### config.mk
export PLATFORM = sky130hd
export DESIGN_NAME = redun_mont_collect_flat
export DESIGN_NICKNAME = d
export VERILOG_FILES = /design/src/rtl/redun_mont_collect_if.sv /design/src/rtl/redun_mont_collect.sv /design/src/flat_wrapper.sv
export SDC_FILE = /design/constraint.sdc
export NUM_CORES = 1
export LEC_CHECK = 0
export ABC_AREA = 1
export CAP_MARGIN = 15
export CORE_MARGIN = 4
export CORE_UTILIZATION = 56
export CTS_CLUSTER_SIZE = 20
export DETAILED_ROUTE_END_ITERATION = 12
export PLACE_DENSITY = 0.92
export SLEW_MARGIN = 30
export SYNTH_ARGS = -nofsm -noshare
export SYNTH_HDL_FRONTEND = slang
export SYNTH_SLANG_ARGS = --single-unit
### constraint.sdc
create_clock -name i_clk -period 3.98 [get_ports i_clk]
set_input_delay 0.796 -clock i_clk [delete_from_list [all_inputs] [get_ports i_clk]]
set_output_delay 0.796 -clock i_clk [all_outputs]
set_load 0.005 [all_outputs]
### src/rtl/redun_mont_collect_if.sv
// ============================================================================
//  Module   : redun_mont_collect_if
//  Purpose  : Core-side, control and result handshake signals of redun_mont_collect.
//  Revision : 1.0  initial release
// ============================================================================
`default_nettype none

interface redun_mont_collect_if #(
   parameter int NUM_WRDS = 4,
   parameter int WRD_BITS = 8,
   parameter int CNT_BITS = 64
);
   logic                                i_start;
   logic [CNT_BITS-1:0]                 i_iter;
   logic [NUM_WRDS*WRD_BITS-1:0]        i_mod;
   logic [NUM_WRDS*(WRD_BITS+1)-1:0]    i_mul;
   logic                                i_mul_val;
   logic                                o_core_rst;
   logic [NUM_WRDS*WRD_BITS-1:0]        o_dat;
   logic                                o_val;
   logic                                i_rdy;
   logic                                o_busy;
   logic [CNT_BITS-1:0]                 o_cnt;
   logic                                o_err;

   modport master (
      output i_start, i_iter, i_mod, i_mul, i_mul_val, i_rdy,
      input  o_core_rst, o_dat, o_val, o_busy, o_cnt, o_err
   );

   modport slave (
      input  i_start, i_iter, i_mod, i_mul, i_mul_val, i_rdy,
      output o_core_rst, o_dat, o_val, o_busy, o_cnt, o_err
   );
endinterface

`default_nettype wire

### src/rtl/redun_mont_collect.sv
// ============================================================================
//  Module   : redun_mont_collect
//  Purpose  : Counts squarer iterations, captures the final redundant result,
//             collapses it to binary and fully reduces it modulo P.
//  Revision : 1.0  initial release
// ============================================================================
`default_nettype none

module redun_mont_collect #(
   parameter int NUM_WRDS = 4,
   parameter int WRD_BITS = 8,
   parameter int MAX_SUB  = 4,
   parameter int CNT_BITS = 64
) (
   input  wire logic            i_clk,
   input  wire logic            i_rst,
   redun_mont_collect_if.slave  bus
);
   localparam int c_RW    = WRD_BITS + 1;
   localparam int c_BW    = NUM_WRDS * WRD_BITS;
   localparam int c_IDX_W = (NUM_WRDS > 1) ? $clog2(NUM_WRDS) : 1;
   localparam int c_SUB_W = (MAX_SUB > 0) ? $clog2(MAX_SUB + 1) : 1;
   localparam logic [c_IDX_W-1:0] c_LAST    = c_IDX_W'(NUM_WRDS - 1);
   localparam logic [c_SUB_W-1:0] c_SUB_MAX = c_SUB_W'(MAX_SUB);

   typedef enum logic [4:0] {
      S_IDLE     = 5'b00001,
      S_RUN      = 5'b00010,
      S_COLLAPSE = 5'b00100,
      S_REDUCE   = 5'b01000,
      S_OUT      = 5'b10000
   } state_t;

   state_t                       r_state;
   logic [CNT_BITS-1:0]          r_target;
   logic [CNT_BITS-1:0]          r_cnt;
   logic [c_BW-1:0]              r_mod;
   logic [NUM_WRDS*c_RW-1:0]     r_mul;
   logic [c_BW-1:0]              r_res;
   logic [1:0]                   r_carry;
   logic [c_IDX_W-1:0]           r_idx;
   logic [c_SUB_W-1:0]           r_nsub;
   logic [c_BW-1:0]              r_dat;
   logic                         r_val;
   logic                         r_core_rst;
   logic                         r_err;

   logic [CNT_BITS-1:0]          w_cnt_nxt;
   logic [WRD_BITS+1:0]          w_acc;
   logic [c_BW+1:0]              w_value;
   logic [c_BW+1:0]              w_mod_ext;

   assign w_cnt_nxt = r_cnt + CNT_BITS'(1);
   // r_mul shifts right one word per collapse cycle, so word i is always at the bottom
   assign w_acc     = {1'b0, r_mul[WRD_BITS:0]} + {{WRD_BITS{1'b0}}, r_carry};
   assign w_value   = {r_carry, r_res};
   assign w_mod_ext = {2'b00, r_mod};

   always_ff @(posedge i_clk) begin
      if (i_rst) begin
         r_state    <= S_IDLE;
         r_target   <= '0;
         r_cnt      <= '0;
         r_mod      <= '0;
         r_mul      <= '0;
         r_res      <= '0;
         r_carry    <= '0;
         r_idx      <= '0;
         r_nsub     <= '0;
         r_dat      <= '0;
         r_val      <= 1'b0;
         r_core_rst <= 1'b0;
         r_err      <= 1'b0;
      end else begin
         r_core_rst <= 1'b0;
         r_err      <= 1'b0;
         case (r_state)
            S_IDLE: begin
               if (bus.i_start) begin
                  if (bus.i_iter == '0) begin
                     r_err <= 1'b1;
                  end else begin
                     r_target <= bus.i_iter;
                     r_mod    <= bus.i_mod;
                     r_cnt    <= '0;
                     r_state  <= S_RUN;
                  end
               end
            end
            S_RUN: begin
               if (bus.i_mul_val) begin
                  r_cnt <= w_cnt_nxt;
                  if (w_cnt_nxt == r_target) begin
                     r_mul      <= bus.i_mul;
                     r_core_rst <= 1'b1;
                     r_carry    <= 2'b00;
                     r_idx      <= '0;
                     r_state    <= S_COLLAPSE;
                  end
               end
            end
            S_COLLAPSE: begin
               // result words enter at the top and settle in place after NUM_WRDS shifts
               r_mul   <= r_mul >> c_RW;
               r_res   <= {w_acc[WRD_BITS-1:0], r_res[c_BW-1:WRD_BITS]};
               r_carry <= w_acc[WRD_BITS+1:WRD_BITS];
               r_idx   <= r_idx + c_IDX_W'(1);
               if (r_idx == c_LAST) begin
                  r_nsub  <= '0;
                  r_state <= S_REDUCE;
               end
            end
            S_REDUCE: begin
               if (w_value >= w_mod_ext) begin
                  if (r_nsub == c_SUB_MAX) begin
                     r_err   <= 1'b1;
                     r_state <= S_IDLE;
                  end else begin
                     {r_carry, r_res} <= w_value - w_mod_ext;
                     r_nsub           <= r_nsub + c_SUB_W'(1);
                  end
               end else begin
                  // value < P fits in c_BW bits, so the carry bits are zero here
                  r_dat   <= r_res;
                  r_val   <= 1'b1;
                  r_state <= S_OUT;
               end
            end
            S_OUT: begin
               if (bus.i_rdy) begin
                  r_val   <= 1'b0;
                  r_state <= S_IDLE;
               end
            end
            default: r_state <= S_IDLE;
         endcase
      end
   end

   assign bus.o_core_rst = r_core_rst;
   assign bus.o_dat      = r_dat;
   assign bus.o_val      = r_val;
   assign bus.o_busy     = (r_state != S_IDLE);
   assign bus.o_cnt      = r_cnt;
   assign bus.o_err      = r_err;

endmodule

`default_nettype wire
### src/flat_wrapper.sv
// flat-port wrapper written by rule: the top's interface ports become plain ports
module redun_mont_collect_flat 
#(
   parameter int NUM_WRDS = 4,
   parameter int WRD_BITS = 8,
   parameter int MAX_SUB  = 4,
   parameter int CNT_BITS = 64
)
  (i_clk, i_rst, bus_i_start, bus_i_iter, bus_i_mod, bus_i_mul, bus_i_mul_val, bus_i_rdy, bus_o_core_rst, bus_o_dat, bus_o_val, bus_o_busy, bus_o_cnt, bus_o_err);
  redun_mont_collect_if #(.NUM_WRDS(NUM_WRDS), .WRD_BITS(WRD_BITS), .CNT_BITS(CNT_BITS)) bus_i ();
  input  wire logic i_clk;
  input  wire logic i_rst;
  input wire logic [$bits(bus_i.i_start)-1:0] bus_i_start;
  input wire logic [$bits(bus_i.i_iter)-1:0] bus_i_iter;
  input wire logic [$bits(bus_i.i_mod)-1:0] bus_i_mod;
  input wire logic [$bits(bus_i.i_mul)-1:0] bus_i_mul;
  input wire logic [$bits(bus_i.i_mul_val)-1:0] bus_i_mul_val;
  input wire logic [$bits(bus_i.i_rdy)-1:0] bus_i_rdy;
  output wire logic [$bits(bus_i.o_core_rst)-1:0] bus_o_core_rst;
  output wire logic [$bits(bus_i.o_dat)-1:0] bus_o_dat;
  output wire logic [$bits(bus_i.o_val)-1:0] bus_o_val;
  output wire logic [$bits(bus_i.o_busy)-1:0] bus_o_busy;
  output wire logic [$bits(bus_i.o_cnt)-1:0] bus_o_cnt;
  output wire logic [$bits(bus_i.o_err)-1:0] bus_o_err;
  assign bus_i.i_start = bus_i_start;
  assign bus_i.i_iter = bus_i_iter;
  assign bus_i.i_mod = bus_i_mod;
  assign bus_i.i_mul = bus_i_mul;
  assign bus_i.i_mul_val = bus_i_mul_val;
  assign bus_i.i_rdy = bus_i_rdy;
  assign bus_o_core_rst = bus_i.o_core_rst;
  assign bus_o_dat = bus_i.o_dat;
  assign bus_o_val = bus_i.o_val;
  assign bus_o_busy = bus_i.o_busy;
  assign bus_o_cnt = bus_i.o_cnt;
  assign bus_o_err = bus_i.o_err;
  redun_mont_collect #(.NUM_WRDS(NUM_WRDS), .WRD_BITS(WRD_BITS), .MAX_SUB(MAX_SUB), .CNT_BITS(CNT_BITS)) u_core (.i_clk(i_clk), .i_rst(i_rst), .bus(bus_i));
endmodule
==> impl_metrics.toml, run 1 <==
[layout]
drive_gt1_frac = 0.0451
layout_commonest_cell = "nand2_1"
syn_to_final_growth_pct = 22.5
fin_cells = 3199
diodes = 0
layout.nets = 2969
multi_input_area_um2 = 9660
register_area_um2 = 5510
fin_area_um2 = 20200
nFillCells = 2446
mostFrequentLayoutCells = "nand2_1, nor2_1, dfxtp_1"

[critical_path]
rr_worst_depth = 17
cp_common_cell = "nand2_1"
critPathMaxFanout = 29
path_class = "register to register"
worstPathRequired_ns = 4.47
path_cells = "inv_1 -> ha_1 -> fa_1 -> o21ai_0 -> a21oi_1 -> o21ai_0 -> nand2_1 -> nand2_1 -> nand3_1 -> nand2_1 -> nand2_1 -> nand2_1 -> nand3_1 -> nand2_1 -> buf_4 -> o21ai_0 -> nor2_1"
critical_path_arrival_ns = 4.04
start_kind = "register"
slowest_stage = "fa_1"
worstSetupEndpointType = "register"
max_stage_delay_ns = 0.41

[synthesis]
synthCells = 2604
ys_seq_area_frac = 0.333
synth_top_family_by_area = "simple AND/OR/NAND/NOR gates"
synth_seq_cells = 275
synthesis.nets = 2781
async_flop_share = 0
avgSynthCellArea_um2 = 6.34
synth_edf_count = 0
synth_xor_area_frac = 0.0385
synth.cell_area_um2 = 16500
ys_top_cells_by_area = "dfxtp_1, nand2_1, nor2_1, a21oi_1, o21ai_0"
synthAdderAreaFrac = 0.0312
synth_compound_area_frac = 0.172
yosysTopAreaCellShare = 0.333
ys.flop_type = "dfxtp_1"
synth_top_area_cell = "dfxtp_1"
muxShareOfSynthArea = 0.00553
yosys.area_share.simple = 0.335
yosysUniqueCellTypes = 47
yosysWarnings = 0

[clock_tree]
clock_latency_ns = 0.57
postCtsHoldBufs = 0
clk_path_buf_depth = 3
clkTransAtPathRegs_ns = 0.06
htree_levels = 1
cts_tree = "done"
cts.sinks = 275
cts_inserted_buffers = 30
cts_root_buf = "clkbuf_16"

[route]
wl_met3_um = 4730
drc = 0
wl_per_cell_um = 18.0
route.met2.wl_um = 27800
vias_per_cell = 5.72
drt_pass1_iterations = 6
highest_layer = "met4"
wirelength_um = 57700
drtAntennaViolNets = 0
met1_length_um = 22800
drt_iter0_drc = 1861
route.vias.total = 18290

[floorplanning]
die_x_um = 180
die_h_um = 180
start_util = 0.571
placementRows = 62
ioPinCount = 237
core_um2 = 28900
die_area_um2 = 32300

[sta]
setup_viol = 0
fin_crit_ns = 3.55
period_share = 0.892
relSlewSlack = 0.388
fmax_ghz = 0.282
tns_ns = 0
grt_setup_unrepaired = "no"
finalHoldViolations = 0
slew_violations = 0
whs_ns = 0.443
tightest_slew_ns = 0.918
finClkSkew_ns = 0.00955

[power_and_ir_drop]
sw_frac_of_total = 0.410
p_seq_frac = 0.319
intPower_w = 0.00663
clkPwrFrac = 0.261
ir_worst_vdd_mv = 0.452
comb_power_share = 0.419
power_density_nw_per_um2 = 555
p_sw_w = 0.00460
p_leak_nw = 8.18

[place]
port_buffers = 236
post-dp-hpwl_um = 43500
place_area_um2 = 19200
dp_cells = 3144
place_congestion = 0.979

[job]
maxCapViolCount = 0

[hold_path]
hold_path_class = "register to register"
holdPathStages = 2

[global_routing]
antenna_found_initial = 0
grt_pass1_wl_um = 90700
grt_use_total = 0.337
grt_max_degree = 106
overflow = 0
grt_pass1_vias = 17521

[status]
status = "finished clean"
[worst max-delay path: cells and delay by family (launching register included)]
family	cells	cell delay, ns
AOI/OAI and AO/OA	4	0.96
buffers and inverters	2	0.39
adders and majority gates	2	0.64
and+or+nand+nor	9	1.12
DFF	1	0.34
[synth_stat cells, drive strengths merged, types with 26 or more instances]
library cell	instances
a21oi	259
clkbuf	79
dfxtp	275
ha	38
inv	259
nand2	667
nand3	169
nand4	27
nor2	371
o21ai	239
or2	26
xor2	30
[cell type report]
cell class,instances,area share
repair buffers,257,0.127
clock inverters,16,0.00977
clock buffers,39,0.0413
inverters,261,0.0485
flip-flops and latches,275,0.272
well taps,384,0.0237
multi-input cells,1967,0.477
[final timing paths]
path / to / slack (ns) / startpoint
setup reg to reg: u_core.r_res[6] / 0.43 / u_core.r_res[0]
hold / removal: u_core.bus.o_dat[23] / 0.44 / u_core.bus.o_dat[23]
hold reg to reg: u_core.bus.o_dat[23] / 0.44 / u_core.bus.o_dat[23]
setup / recovery: u_core.r_res[6] / 0.43 / u_core.r_res[0]
[per-layer routing]
| layer | vias up | global-route usage |
|---|---|---|
| met3 | 161 | 0.0426 |
| li1 | 8862 | - |
| met4 | 0 | 0.131 |
| met2 | 897 | 0.585 |
| met5 | - | 0 |
| met1 | 8370 | 0.427 |
[flip-flops by register name, indices dropped and copies added, names as in the netlist, 3 cells and up]
register / flops
u_core.bus.o_cnt: 64
u_core.r_target: 64
u_core.r_mul: 36
u_core.bus.o_dat: 32
u_core.r_mod: 32
u_core.r_res: 32
u_core.r_state: 5
u_core.r_nsub: 3
[through the flow]
stage	worst slack, ns	util	total power [W]
2_1_floorplan	1.12	-	0.00684
3_3_place_gp	0.204	0.663	0.00809
3_5_place_dp	0.163	0.663	0.00820
4_1_cts	0.317	0.699	0.0111
5_1_grt	0.0211	0.699	0.0120
6_report	0.430	0.699	0.0112
[cell families after synthesis]
logic type	after synthesis
fa+ha+maj	40
mux	9
xor+xnor	55
compound gates	542
simple gates	1321
flops	275
buf+inv	362
[timing repair]
action,4_1_cts,5_1_grt
setup endpoints to repair,0,22
hold endpoints to repair,0,0
gates resized for setup,0,1
setup buffers,0,0
[power groups by stage]
stage,clock network (W),logic [W],registers (W)
floorplan,0,0.00331,0.00353
global placement,0,0.00448,0.00361
detailed placement,0,0.00456,0.00363
CTS,0.00295,0.00461,0.00358
global route,0.00308,0.00524,0.00363
finish,0.00294,0.00471,0.00359
No activity file was read; power rests on OpenSTA's default activity.
==> inputs of run 2 (changes only) <==
CORE_UTILIZATION = 55   (was 56)
PLACE_DENSITY = 0.9   (was 0.92)
==> run 2 against run 1 <==
Power up 0.40%; largest power group unchanged; setup slack worse by 0.020 ns; core utilization down 1.6 points; routed wire length up 2.0%; hold slack better by 0.0049 ns; cell count up 0.16%; sequential share of layout area about the same; via count up 0.63%; die area up 1.7%; count of clock-buffer cells in the layout up 2.
==> impl_metrics.toml, run 2 (synthesis results as in run 1) <==
[sta]
tns_ns = 0
fmax_ghz = 0.280
finalHoldViolations = 0
setup_viol = 0
relSlewSlack = 0.376
tightest_slew_ns = 0.936
slew_violations = 0
finClkSkew_ns = 0.0175
fin_crit_ns = 3.57
period_share = 0.897
grt_setup_unrepaired = "no"

[layout]
mostFrequentLayoutCells = "nand2_1, nor2_1, dfxtp_1"
nFillCells = 2574
syn_to_final_growth_pct = 22.6
drive_gt1_frac = 0.0455
layout_commonest_cell = "nand2_1"
register_area_um2 = 5510
layout.nets = 2970
diodes = 0
multi_input_area_um2 = 9660
fin_cells = 3204

[route]
drc = 0
wirelength_um = 58900
wl_per_cell_um = 18.4
drt_pass1_iterations = 6
wl_met3_um = 5130
highest_layer = "met4"
vias_per_cell = 5.74
drtAntennaViolNets = 0
route.met2.wl_um = 28000
drt_iter0_drc = 1814
route.vias.total = 18406
met1_length_um = 23400

[floorplanning]
die_area_um2 = 32900
die_x_um = 181
start_util = 0.557
die_h_um = 181
core_um2 = 29600
ioPinCount = 237
placementRows = 63

[power_and_ir_drop]
ir_worst_vdd_mv = 0.394
clkPwrFrac = 0.265
p_sw_w = 0.00460
power_density_nw_per_um2 = 557
p_seq_frac = 0.318
comb_power_share = 0.417
p_leak_nw = 8.19
sw_frac_of_total = 0.408
intPower_w = 0.00668

[place]
post-dp-hpwl_um = 44300
dp_cells = 3151
place_congestion = 0.961
port_buffers = 236

[critical_path]
max_stage_delay_ns = 0.42
worstPathRequired_ns = 4.49
path_cells = "ha_1 -> nand2_1 -> nor2_2 -> nand3_1 -> inv_2 -> nand2_1 -> nand2_1 -> nand2_1 -> nand2_1 -> nand2_1 -> nor2_1 -> nand2_1 -> nor2_1 -> nand2_1 -> nor2_1 -> nand3_1 -> nand2_2 -> nand2_2 -> nand2_1 -> nand2_1 -> nor2_1"
reg2reg_from = "u_core.bus.o_cnt[0]"
crit_path_end = "u_core.r_mul[13]"
regToRegSetupSlack_ns = 0.41
worstSetupEndpointType = "register"
critPathMaxFanout = 38
slowest_stage = "dfxtp_1"
rr_worst_depth = 21
cp_common_cell = "nand2_1"
startpoint = "u_core.bus.o_cnt[0]"
reg2reg_to = "u_core.r_mul[13]"
start_kind = "register"
critical_path_arrival_ns = 4.08
crit_family = "simple AND/OR/NAND/NOR gates"
path_class = "register to register"
path_buf_inv = 1
path_depth = 21

[global_routing]
grt_use_total = 0.342
overflow = 0
grt_pass1_wl_um = 92400
grt_pass1_vias = 17601
antenna_found_initial = 0
grt_max_degree = 167

[clock_tree]
clk_path_buf_depth = 3
cts_root_buf = "clkbuf_16"
clock_latency_ns = 0.58
cts.sinks = 275
htree_levels = 1
postCtsHoldBufs = 0
clkTransAtPathRegs_ns = 0.06
cts_inserted_buffers = 30
cts_tree = "done"

[hold_path]
hold_path_class = "register to register"

[status]
status = "finished clean"

[job]
maxCapViolCount = 0
run 2: metal layers:
layer / vias up / global-route usage
met2: 905 / 0.591
met3: 148 / 0.0443
li1: 8862 / -
met1: 8491 / 0.441
met5: - / 0
met4: 0 / 0.116
run 2: power by group through the flow:
stage / combinational (W) / sequential (W) / clock [W]
after floorplan: 0.00331 / 0.00353 / 0
after global placement: 0.00452 / 0.00361 / 0
after detailed placement: 0.00458 / 0.00363 / 0
after CTS: 0.00462 / 0.00358 / 0.00300
after global routing: 0.00525 / 0.00363 / 0.00312
final: 0.00470 / 0.00359 / 0.00299
run 2: worst min path at each step:
stage,cells past startpoint,to,start
floorplan,2,u_core.r_mod[28],u_core.r_mod[28]
global placement,2,u_core.bus.o_dat[22],u_core.bus.o_dat[22]
detailed placement,2,u_core.bus.o_dat[1],u_core.bus.o_dat[1]
CTS,2,u_core.bus.o_dat[15],u_core.bus.o_dat[15]
global route,2,u_core.bus.o_dat[1],u_core.bus.o_dat[1]
finish,2,u_core.bus.o_dat[6],u_core.bus.o_dat[6]
run 2: repair_timing:
item / CTS / global route
setup buffers: 0 / 0
setup endpoints to repair: 0 / 20
gates resized for setup: 0 / 1
run 2: per-stage QoR:
step	instance area [um2]	total power, W	utilization	setup slack [ns]	hold slack, ns
after floorplan	16500	0.00684	-	1.12	0.433
after global placement	19200	0.00813	0.648	0.0819	0.433
after detailed placement	19200	0.00821	0.648	0.0636	0.439
after CTS	20200	0.0112	0.683	0.295	0.449
after global routing	20200	0.0120	0.683	0.0775	0.464
final	20200	0.0113	0.683	0.409	0.448
run 2: layout make-up:
cell class              instances  share of cell area
repair buffers                258               0.127
flip-flops and latches        275               0.272
well taps                     390              0.0241
clock inverters                12             0.00828
multi-input cells            1967               0.477
clock buffers                  41              0.0431
inverters                     261              0.0485
run 2: tightest hold or removal path: cells and delay by family, from the launching register on:
kind / cells / cell delay, ns
buffers and inverters: 1 / 0.04
AO/OA/AOI/OAI: 1 / 0.05
flip-flops: 1 / 0.31
==> inputs of run 3 (changes only) <==
SKIP_LAST_GASP = 1   (was not set)
==> results of run 3 <==
The final DEF is identical to that of run 2; final timing and power are the same.
